==> src/rtl/cpu_boot_ctrl.sv <==
// cpu_boot_ctrl: streams the data-memory image and then the instruction-memory
// image into the cpu core through its external write ports. After a settle
// delay it raises the core enable and counts run cycles. The run ends when the
// STOP opcode appears on the instruction bus, or when the run timeout expires.
//
// Stream handshake: a word is consumed on a rising clk edge where
// s_valid_i && s_ready_o. s_ready_o is registered and depends only on the
// controller state, never on s_valid_i. The producer may hold or change
// s_valid_i at any time. A word offered while s_ready_o is low stays unconsumed.
module cpu_boot_ctrl #(
  parameter int unsigned DATA_W        = 32,
  parameter int unsigned ADDR_W        = 32,
  parameter int unsigned IMEM_DEPTH    = 512,
  parameter int unsigned DMEM_DEPTH    = 1024,
  parameter int unsigned SETTLE_CYCLES = 1,
  parameter logic [5:0]  STOP_OPCODE   = 6'b111110,
  parameter int unsigned CYC_W         = 32,
  parameter int unsigned MAX_CYCLES    = 2**20
) (
  input  logic              clk,
  input  logic              arst_n,
  input  logic              start_i,
  input  logic              s_valid_i,
  input  logic [DATA_W-1:0] s_data_i,
  output logic              s_ready_o,
  output logic [ADDR_W-1:0] addr_ext_o,
  output logic              wen_ext_o,
  output logic              ren_ext_o,
  output logic [DATA_W-1:0] wdata_ext_o,
  output logic [ADDR_W-1:0] addr_ext_2_o,
  output logic              wen_ext_2_o,
  output logic              ren_ext_2_o,
  output logic [DATA_W-1:0] wdata_ext_2_o,
  output logic              enable_o,
  input  logic [DATA_W-1:0] instr_i,
  output logic              busy_o,
  output logic              done_o,
  output logic              timeout_o,
  output logic [1:0]        test_id_o,
  output logic [CYC_W-1:0]  cycles_o,
  output logic [2:0]        dbg_state_o
);

  localparam int unsigned MAX_DEPTH = (DMEM_DEPTH > IMEM_DEPTH) ? DMEM_DEPTH : IMEM_DEPTH;
  localparam int unsigned IDX_W     = (MAX_DEPTH > 1) ? $clog2(MAX_DEPTH) : 1;
  localparam int unsigned SET_W     = (SETTLE_CYCLES > 1) ? $clog2(SETTLE_CYCLES) : 1;

  localparam logic [IDX_W-1:0] D_LAST   = IDX_W'(DMEM_DEPTH - 1);
  localparam logic [IDX_W-1:0] I_LAST   = IDX_W'(IMEM_DEPTH - 1);
  localparam logic [SET_W-1:0] SET_LAST = SET_W'(SETTLE_CYCLES - 1);
  localparam logic [CYC_W-1:0] CYC_LAST = CYC_W'(MAX_CYCLES - 1);
  localparam logic [CYC_W-1:0] CYC_SAT  = '1;

  typedef enum logic [2:0] {
    S_IDLE    = 3'd0,
    S_LOAD_D  = 3'd1,
    S_LOAD_I  = 3'd2,
    S_SETTLE  = 3'd3,
    S_RUN     = 3'd4,
    S_DONE    = 3'd5,
    S_TIMEOUT = 3'd6
  } state_t;

  state_t            r_state;
  logic [IDX_W-1:0]  r_idx;
  logic [SET_W-1:0]  r_settle_cnt;
  logic              r_s_ready;
  logic [ADDR_W-1:0] r_addr_ext;
  logic              r_wen_ext;
  logic [DATA_W-1:0] r_wdata_ext;
  logic [ADDR_W-1:0] r_addr_ext_2;
  logic              r_wen_ext_2;
  logic [DATA_W-1:0] r_wdata_ext_2;
  logic              r_enable;
  logic              r_busy;
  logic              r_done;
  logic              r_timeout;
  logic [1:0]        r_test_id;
  logic [CYC_W-1:0]  r_cycles;

  logic [ADDR_W-1:0] w_idx_addr;
  logic              w_stop;
  logic              w_unused_instr;

  // Byte address of the current word; zero-extended or truncated to ADDR_W.
  assign w_idx_addr     = ADDR_W'({r_idx, 2'b00});
  // Only the opcode field and the two test-selector bits of the instruction matter here.
  assign w_stop         = (instr_i[DATA_W-1 -: 6] == STOP_OPCODE);
  assign w_unused_instr = ^instr_i[DATA_W-7:2];

  // Controller FSM: state, word index, write ports, enable, status and cycle count.
  always_ff @(posedge clk or negedge arst_n) begin
    if (!arst_n) begin
      r_state       <= S_IDLE;
      r_idx         <= '0;
      r_settle_cnt  <= '0;
      r_s_ready     <= 1'b0;
      r_addr_ext    <= '0;
      r_wen_ext     <= 1'b0;
      r_wdata_ext   <= '0;
      r_addr_ext_2  <= '0;
      r_wen_ext_2   <= 1'b0;
      r_wdata_ext_2 <= '0;
      r_enable      <= 1'b0;
      r_busy        <= 1'b0;
      r_done        <= 1'b0;
      r_timeout     <= 1'b0;
      r_test_id     <= '0;
      r_cycles      <= '0;
    end else begin
      // Write enables are single-cycle pulses; address and data hold between writes.
      r_wen_ext   <= 1'b0;
      r_wen_ext_2 <= 1'b0;
      case (r_state)
        S_IDLE, S_DONE, S_TIMEOUT: begin
          if (start_i) begin
            r_state      <= S_LOAD_D;
            r_idx        <= '0;
            r_settle_cnt <= '0;
            r_cycles     <= '0;
            r_test_id    <= '0;
            r_done       <= 1'b0;
            r_timeout    <= 1'b0;
            r_busy       <= 1'b1;
            r_s_ready    <= 1'b1;
          end
        end
        S_LOAD_D: begin
          if (s_valid_i && r_s_ready) begin
            r_wen_ext_2   <= 1'b1;
            r_addr_ext_2  <= w_idx_addr;
            r_wdata_ext_2 <= s_data_i;
            if (r_idx == D_LAST) begin
              // The imem stream follows directly; ready stays high.
              r_state <= S_LOAD_I;
              r_idx   <= '0;
            end else begin
              r_idx <= r_idx + 1'b1;
            end
          end
        end
        S_LOAD_I: begin
          if (s_valid_i && r_s_ready) begin
            r_wen_ext   <= 1'b1;
            r_addr_ext  <= w_idx_addr;
            r_wdata_ext <= s_data_i;
            if (r_idx == I_LAST) begin
              // The last imem write pulse lands in the first SETTLE cycle.
              r_state      <= S_SETTLE;
              r_idx        <= '0;
              r_settle_cnt <= '0;
              r_s_ready    <= 1'b0;
            end else begin
              r_idx <= r_idx + 1'b1;
            end
          end
        end
        S_SETTLE: begin
          if (r_settle_cnt == SET_LAST) begin
            r_state  <= S_RUN;
            r_enable <= 1'b1;
          end else begin
            r_settle_cnt <= r_settle_cnt + 1'b1;
          end
        end
        S_RUN: begin
          if (w_stop) begin
            // STOP takes priority over a coincident timeout; count is not bumped.
            r_state   <= S_DONE;
            r_test_id <= instr_i[1:0];
            r_enable  <= 1'b0;
            r_busy    <= 1'b0;
            r_done    <= 1'b1;
          end else if (r_cycles == CYC_LAST) begin
            r_state   <= S_TIMEOUT;
            r_enable  <= 1'b0;
            r_busy    <= 1'b0;
            r_timeout <= 1'b1;
          end else if (r_cycles != CYC_SAT) begin
            r_cycles <= r_cycles + 1'b1;
          end
        end
        default: begin
          r_state   <= S_IDLE;
          r_s_ready <= 1'b0;
          r_enable  <= 1'b0;
          r_busy    <= 1'b0;
        end
      endcase
    end
  end

  assign s_ready_o     = r_s_ready;
  assign addr_ext_o    = r_addr_ext;
  assign wen_ext_o     = r_wen_ext;
  assign ren_ext_o     = 1'b0;
  assign wdata_ext_o   = r_wdata_ext;
  assign addr_ext_2_o  = r_addr_ext_2;
  assign wen_ext_2_o   = r_wen_ext_2;
  assign ren_ext_2_o   = 1'b0;
  assign wdata_ext_2_o = r_wdata_ext_2;
  assign enable_o      = r_enable;
  assign busy_o        = r_busy;
  assign done_o        = r_done;
  assign timeout_o     = r_timeout;
  assign test_id_o     = r_test_id;
  assign cycles_o      = r_cycles;
  assign dbg_state_o   = r_state;

endmodule

==> config.mk <==
export PLATFORM = sky130hd
export DESIGN_NAME = cpu_boot_ctrl
export DESIGN_NICKNAME = d
export VERILOG_FILES = /design/src/rtl/cpu_boot_ctrl.sv
export SDC_FILE = /design/constraint.sdc
export NUM_CORES = 1
export LEC_CHECK = 0
export ABC_AREA = 1
export CAP_MARGIN = 5
export CORE_MARGIN = 8
export CORE_UTILIZATION = 42
export DETAILED_ROUTE_END_ITERATION = 7
export MAX_ROUTING_LAYER = met4
export PLACE_DENSITY_LB_ADDON = 0.25
export SLEW_MARGIN = 25
export SYNTH_ARGS = -nofsm -noshare
export SYNTH_HDL_FRONTEND = slang
export SYNTH_SLANG_ARGS = --single-unit
==> constraint.sdc <==
create_clock -name clk -period 1.6 [get_ports clk]
set_input_delay 0.32 -clock clk [delete_from_list [all_inputs] [get_ports clk]]
set_output_delay 0.32 -clock clk [all_outputs]
set_load 0.01 [all_outputs]
==> results.cfg, run 1 <==
[critical_path]
arrival_ps = 2040
start_kind = register
critPathKind = reg -> reg
end_kind = register
worst-path-max-fanout = 8
worstPathRequired_ps = 1910

[logic_synthesis]
netlist-cell-type-count = 32
syn_area_sq_um = 7150
yosys.area.top_type = dfrtp_1
synth_warnings = 0
synth_area_leaders = dfrtp_1 48%, nand2_1 17%, o21ai_0 7.0%
yosysSeqAreaShare = 0.483
synth_top_area_share = 0.483
synth_cells = 942
syn_area_per_cell_sq_um = 7.59
synth-seq-cells = 138

[cts]
clk_path_buf_depth = 2
numCtsBuffers = 17
cts-root-buf = clkbuf_16
htree_levels = 4
cts_sinks = 138
clk_pin_slew_ps = 70
clk_latency_ps = 430
cts_tree = yes

[sta]
finalHoldViolCount = 0
rsz0062_at_grt = yes
fin_crit_ps = 1720
tns_ps = -2990
clock_skew_ps = 9.60
report.final.slew_viol_count = 0
period_share = 1.08
setup_viol = 32
max_freq_ghz = 0.581
worst_slack_ps = -122

[place]
hpwl_mm = 15.4
gp_congestion = 0.893
preCtsSetupSlack_ps = -253
dp_cells = 1406
io_buffers = 171

[global_routing]
overflow = 0
grtUsageTotal = 0.204
grt_pass1_vias = 6953
antenna_found_initial = 0
grt_max_degree = 85
grt_pass1_wl_mm = 35.0

[cells_and_area]
syn2layout_area_growth_pct = 50.8
final_nets = 1306
diodes = 0
drive_gt1_frac = 0.223
fin_util = 0.648
final_cells = 1469

[routing]
viasPerCell = 4.81
routed_wl_mm = 21.7
drtIter0Drc = 441
wl_per_cell_microns = 14.8
antenna_left = 0
vias = 7064
drc = 0
first_pass_iters = 5

[min_path]
hp-class = in -> async

[power_and_ir_drop]
total_power_w = 0.0150
power_leakage_nw = 5.72
vdd_ir_drop_max_mv = 0.767
powerDensity_nw_per_um2 = 1390

[run]
maxCapViolCount = 0

[outcome]
outcome = finished with violations
violations = setup timing

[die]
num_rows = 47
fp.dieW_microns = 147
die_area_sq_um = 21500
ioPinCount = 242
start_util = 0.430
core_sq_um = 16600
die_h_microns = 147
cells in the mapped netlist:
master and count:
ha_1 2, clkbuf_1 11, nand3_2 2, nor2_2 4, nand2_2 7, inv_1 92
buf_2 14, a21oi_1 10, and2_1 2, nor2_4 3, xnor2_1 7, nand2_1 315
buf_4 49, nand4_1 9, buf_6 3, a31oi_2 1, o21a_1 1, nand2_4 2
o211ai_1 1, o31ai_1 1, nor3_1 2, nor2_8 1, dfrtp_1 138, a21boi_0 1
o21bai_1 1, inv_2 1, xor2_1 4, nor2_1 90, conb_1 1, o21ai_0 100
nand3_1 66, nand3_4 1
through the flow:
step / hold WS, ps / cell area [sq um]
2_1_floorplan: 24.4 / 7350
3_3_place_gp: 274 / 9670
3_5_place_dp: 275 / 9670
4_1_cts: 399 / 10400
5_1_grt: 430 / 10800
6_report: 386 / 10800
critical path: stages (launching register included):
cell	delay, ps
dfrtp_2	390
ha_4	150
nand2_4	60
nor2_4	120
nand2_4	80
nor2_8	170
nand3_4	90
nand3_4	170
buf_12	160
nand2_8	90
nand2_4	80
nand2_2	40
metal layers:
metal  wire, microns  share of wire  global-route usage
met5               0              0                   -
met4             416          0.019              0.0644
met3            1310          0.061              0.0467
met2           10200           0.47               0.324
met1            9720           0.45               0.255
kinds of logic (layout without fill, tap and decap cells):
kind of cell	after synthesis	in the layout	share of synthesized area
AOI/OAI and AO/OA	116	116	0.0840
DFF	138	138	0.483
buffers and inverters	170	429	0.121
and+or+nand+nor	504	507	0.295
other	1	46	0.000524
adders and majority gates	2	2	0.00350
xor gates and xnor gates	11	11	0.0135
cell usage in the layout (no fill, tap or decap), types with 6 or more instances in the layout:
master / netlist / layout
o21ai_0: 100 / 98
xnor2_1: 7 / 7
conb_1: 1 / 46
nand2_2: 7 / 48
buf_6: 3 / 12
clkdlybuf4s15_1: 0 / 11
clkdlybuf4s50_1: 0 / 42
nand4_1: 9 / 9
nand3_1: 66 / 57
clkbuf_16: 0 / 17
dlygate4sd2_1: 0 / 113
nand3_2: 2 / 7
a21oi_1: 10 / 10
inv_2: 1 / 8
buf_12: 0 / 7
inv_1: 92 / 84
nor2_1: 90 / 78
nor2_2: 4 / 11
inv_6: 0 / 6
nand2_4: 2 / 11
dfrtp_1: 138 / 136
nor2_4: 3 / 8
nand2_1: 315 / 263
buf_4: 49 / 112
timing repair:
action | CTS | global route
endpoints found under the hold margin | 35 | 0
pin swaps | 2 | 30
cloned | 4 | 1
gates resized for setup | 169 | 106
buffers inserted | 15 | 12
hold buffers | 1 | 0
setup endpoints to repair | 251 | 144
flip-flops by register name, indices dropped and copies added, names as in the netlist, 2 cells and up:
name,count
wdata_ext_2_o,32
cycles_o,32
dbg_state_o,3
addr_ext_2_o,10
wdata_ext_o,32
test_id_o,2
addr_ext_o,10
r_idx,10
final cells by class:
type / instances / area, sq um
Clock buffer: 17 / 425
Clock inverter: 15 / 155
Fill cell: 1476 / 5860
Inverter: 93 / 354
Multi-Input combinational cell: 682 / 3430
Sequential cell: 138 / 3460
Tap cell: 220 / 275
Timing Repair Buffer: 304 / 2690
report_power, final:
group          switching (W)  internal (W)  total (W)
sequential          0.000478       0.00446    0.00494
clock                0.00168       0.00220    0.00388
combinational        0.00351       0.00267    0.00618
final timing paths:
path                                 start  depth (start not counted)                 to  slack [ps]
min in group clk                instr_i[0]                          3       test_id_o[0]         450
hold reg to reg            wdata_ext_o[14]                          2    wdata_ext_o[14]         480
setup reg to reg               cycles_o[0]                         11       cycles_o[23]        -120
setup / recovery               cycles_o[0]                         11       cycles_o[23]        -120
max in group asynchronous           arst_n                          3        cycles_o[0]         670
hold / removal                      arst_n                          2  wdata_ext_2_o[10]         390
Power figures use the tool's default switching activity.
==> run 2: changes to the inputs <==
==> constraint.sdc (replaced) <==
create_clock -name clk -period 1.6 [get_ports clk]
set_input_delay 0.16 -clock clk [delete_from_list [all_inputs] [get_ports clk]]
set_output_delay 0.16 -clock clk [all_outputs]
set_load 0.01 [all_outputs]
==> run 2 against run 1 <==
Net effect: the run still ends with setup timing left; clock skew grew 0.54 ps; routed wire length grew 1.6%; critical path depth shrank 1; register-to-register slack improved by 20 ps; die area unchanged; via count down 1.4%; combinational power grew 10%; non-clock buffer count is 14 lower; cell area grew 0.95%; cell count is 0.95% lower; count of clock-buffer cells in the layout rose by 2; largest power group unchanged.
==> results.cfg, run 2 (synthesis results as in run 1) <==
[outcome]
violations = setup timing
outcome = finished with violations

[routing]
vias = 6966
drc = 0
wl_per_cell_microns = 15.2
viasPerCell = 4.79
antenna_left = 0
routed_wl_mm = 22.0
first_pass_iters = 5
drtIter0Drc = 393

[critical_path]
end_kind = register
arrival_ps = 2050
worst-path-max-fanout = 3
start_kind = register
path_common_cell = nand2_1
critPathKind = reg -> reg
path_cells = ha_4 > nand2_4 > nor2_4 > buf_4 > nand3_1 > o21bai_1 > nand2_1 > nor2_1 > nand2_2 > nand2_1
cpPeakStageDelay_ps = 380
worstPathRequired_ps = 1950
crit_slowest_cell = dfrtp_2

[cells_and_area]
final_cells = 1455
layout_common_cells = 277 x nand2_1, 136 x dfrtp_1, 135 x clkdlybuf4s50_1
drive_gt1_frac = 0.203
layout.cells.most_common = nand2_1
syn2layout_area_growth_pct = 52.2
fin_util = 0.654
final_nets = 1293
diodes = 0

[cts]
clk_pin_slew_ps = 60
cts_sinks = 138
numCtsBuffers = 17
clk_path_buf_depth = 2
cts-root-buf = clkbuf_16
cts_tree = yes
clk_latency_ps = 420
htree_levels = 4

[global_routing]
antenna_found_initial = 0
grtUsageMet2 = 0.325
grt_pass1_wl_mm = 35.4
met3_usage = 0.0488
grt_max_degree = 51
grtUsageTotal = 0.208
overflow = 0
gr-usage-met1 = 0.258
top_usage_layer = met2
grt_pass1_vias = 6905

[sta]
worst_slack_ps = -97.8
period_share = 1.06
rsz0062_at_grt = yes
timing.hold.ws_ps = 231
tns_ps = -1160
max_freq_ghz = 0.589
finalHoldViolCount = 0
clock_skew_ps = 10.1
setup_viol = 32
report.final.slew_viol_count = 0
fin_crit_ps = 1700

[die]
die_h_microns = 147
start_util = 0.430
ioPinCount = 242
fp.dieW_microns = 147
die_area_sq_um = 21500
num_rows = 47
core_sq_um = 16600

[power_and_ir_drop]
total_power_w = 0.0158
power_leakage_nw = 5.46
vdd_ir_drop_max_mv = 0.746
powerDensity_nw_per_um2 = 1450

[min_path]
hp-class = in -> async

[place]
dp_cells = 1399
io_buffers = 171
gp_congestion = 0.909
hpwl_mm = 15.4

[run]
maxCapViolCount = 0
## run 2: cell types whose count changed in the layout (fill, tap and decap cells not counted), sizes merged
cell,before,now
dlymetal6s2s,0,6
clkdlybuf4s15,11,0
bufinv,1,3
buf,134,119
clkinvlp,0,4
clkbuf,20,19
clkinv,5,4
inv,102,95
clkdlybuf4s50,42,135
dlygate4sd2,113,29
## run 2: final timing paths
kind                                   from               end  slack (ps)  depth (start not counted)
max reg2reg                     cycles_o[1]      cycles_o[18]        -100                         10
max in group asynchronous            arst_n       cycles_o[1]         780                          3
min                                  arst_n    wdata_ext_o[7]         230                          2
min reg2reg                addr_ext_2_o[11]  addr_ext_2_o[11]         480                          2
max                             cycles_o[1]      cycles_o[18]        -100                         10
min in group clk                 instr_i[0]      test_id_o[0]         300                          3
## run 2: worst max-delay path: cells and delay by family (launching register included)
| family | cells | cell delay (ps) |
|---|---|---|
| simple gates | 7 | 680 |
| flops | 1 | 380 |
| compound gates | 1 | 260 |
| fa+ha+maj | 1 | 150 |
| buf+inv | 1 | 140 |
## run 2: timing repair
item                                   in CTS  in global routing
resized for setup                          66                 83
setup endpoints to repair                 115                 73
endpoints found under the hold margin     120                  0
cloned                                      5                  0
hold buffers                                1                  0
pin swaps                                   8                 14
buffers inserted                           14                  7
## run 2: layout make-up
type	instances	area, sq um
clock inverters	12	165
clock buffers	19	443
repair buffers	290	2790
well taps	220	275
inverters	93	355
flip-flops and latches	138	3460
repair inverters	1	7.51
multi-input cells	682	3400
fillers	1375	5750
## run 2: per-layer routing
layer  part of all wire  wire (microns)
met2               0.47           10400
met4              0.022             476
met1               0.44            9680
met5                  0               0
met3              0.069            1520
## run 2: where the power goes
group          switching, W  total, W  leakage, nW  internal [W]
Sequential         0.000534   0.00500         1.83       0.00447
Clock               0.00152   0.00403        0.292       0.00251
Combinational       0.00355   0.00680         3.34       0.00325
Total               0.00561    0.0158         5.46        0.0102
## run 2: per-stage QoR
| stage | area [sq um] | setup WS (ps) |
|---|---|---|
| after CTS | 10600 | -33.1 |
| after floorplan | 7350 | -61.4 |
| after global routing | 10900 | -183 |
| final | 10900 | -97.8 |
| after detailed placement | 9660 | -95.3 |
| after global placement | 9660 | -38.8 |
==> run 3: changes to the inputs <==
--- a/config.mk
+++ b/config.mk
@@ -9,6 +9,7 @@
 export CAP_MARGIN = 5
 export CORE_MARGIN = 8
 export CORE_UTILIZATION = 42
+export CTS_CLUSTER_DIAMETER = 200
 export DETAILED_ROUTE_END_ITERATION = 7
 export MAX_ROUTING_LAYER = met4
 export PLACE_DENSITY_LB_ADDON = 0.25
==> results of run 3 <==
Same layout as run 2: the final DEF is identical, and so are final timing and power.
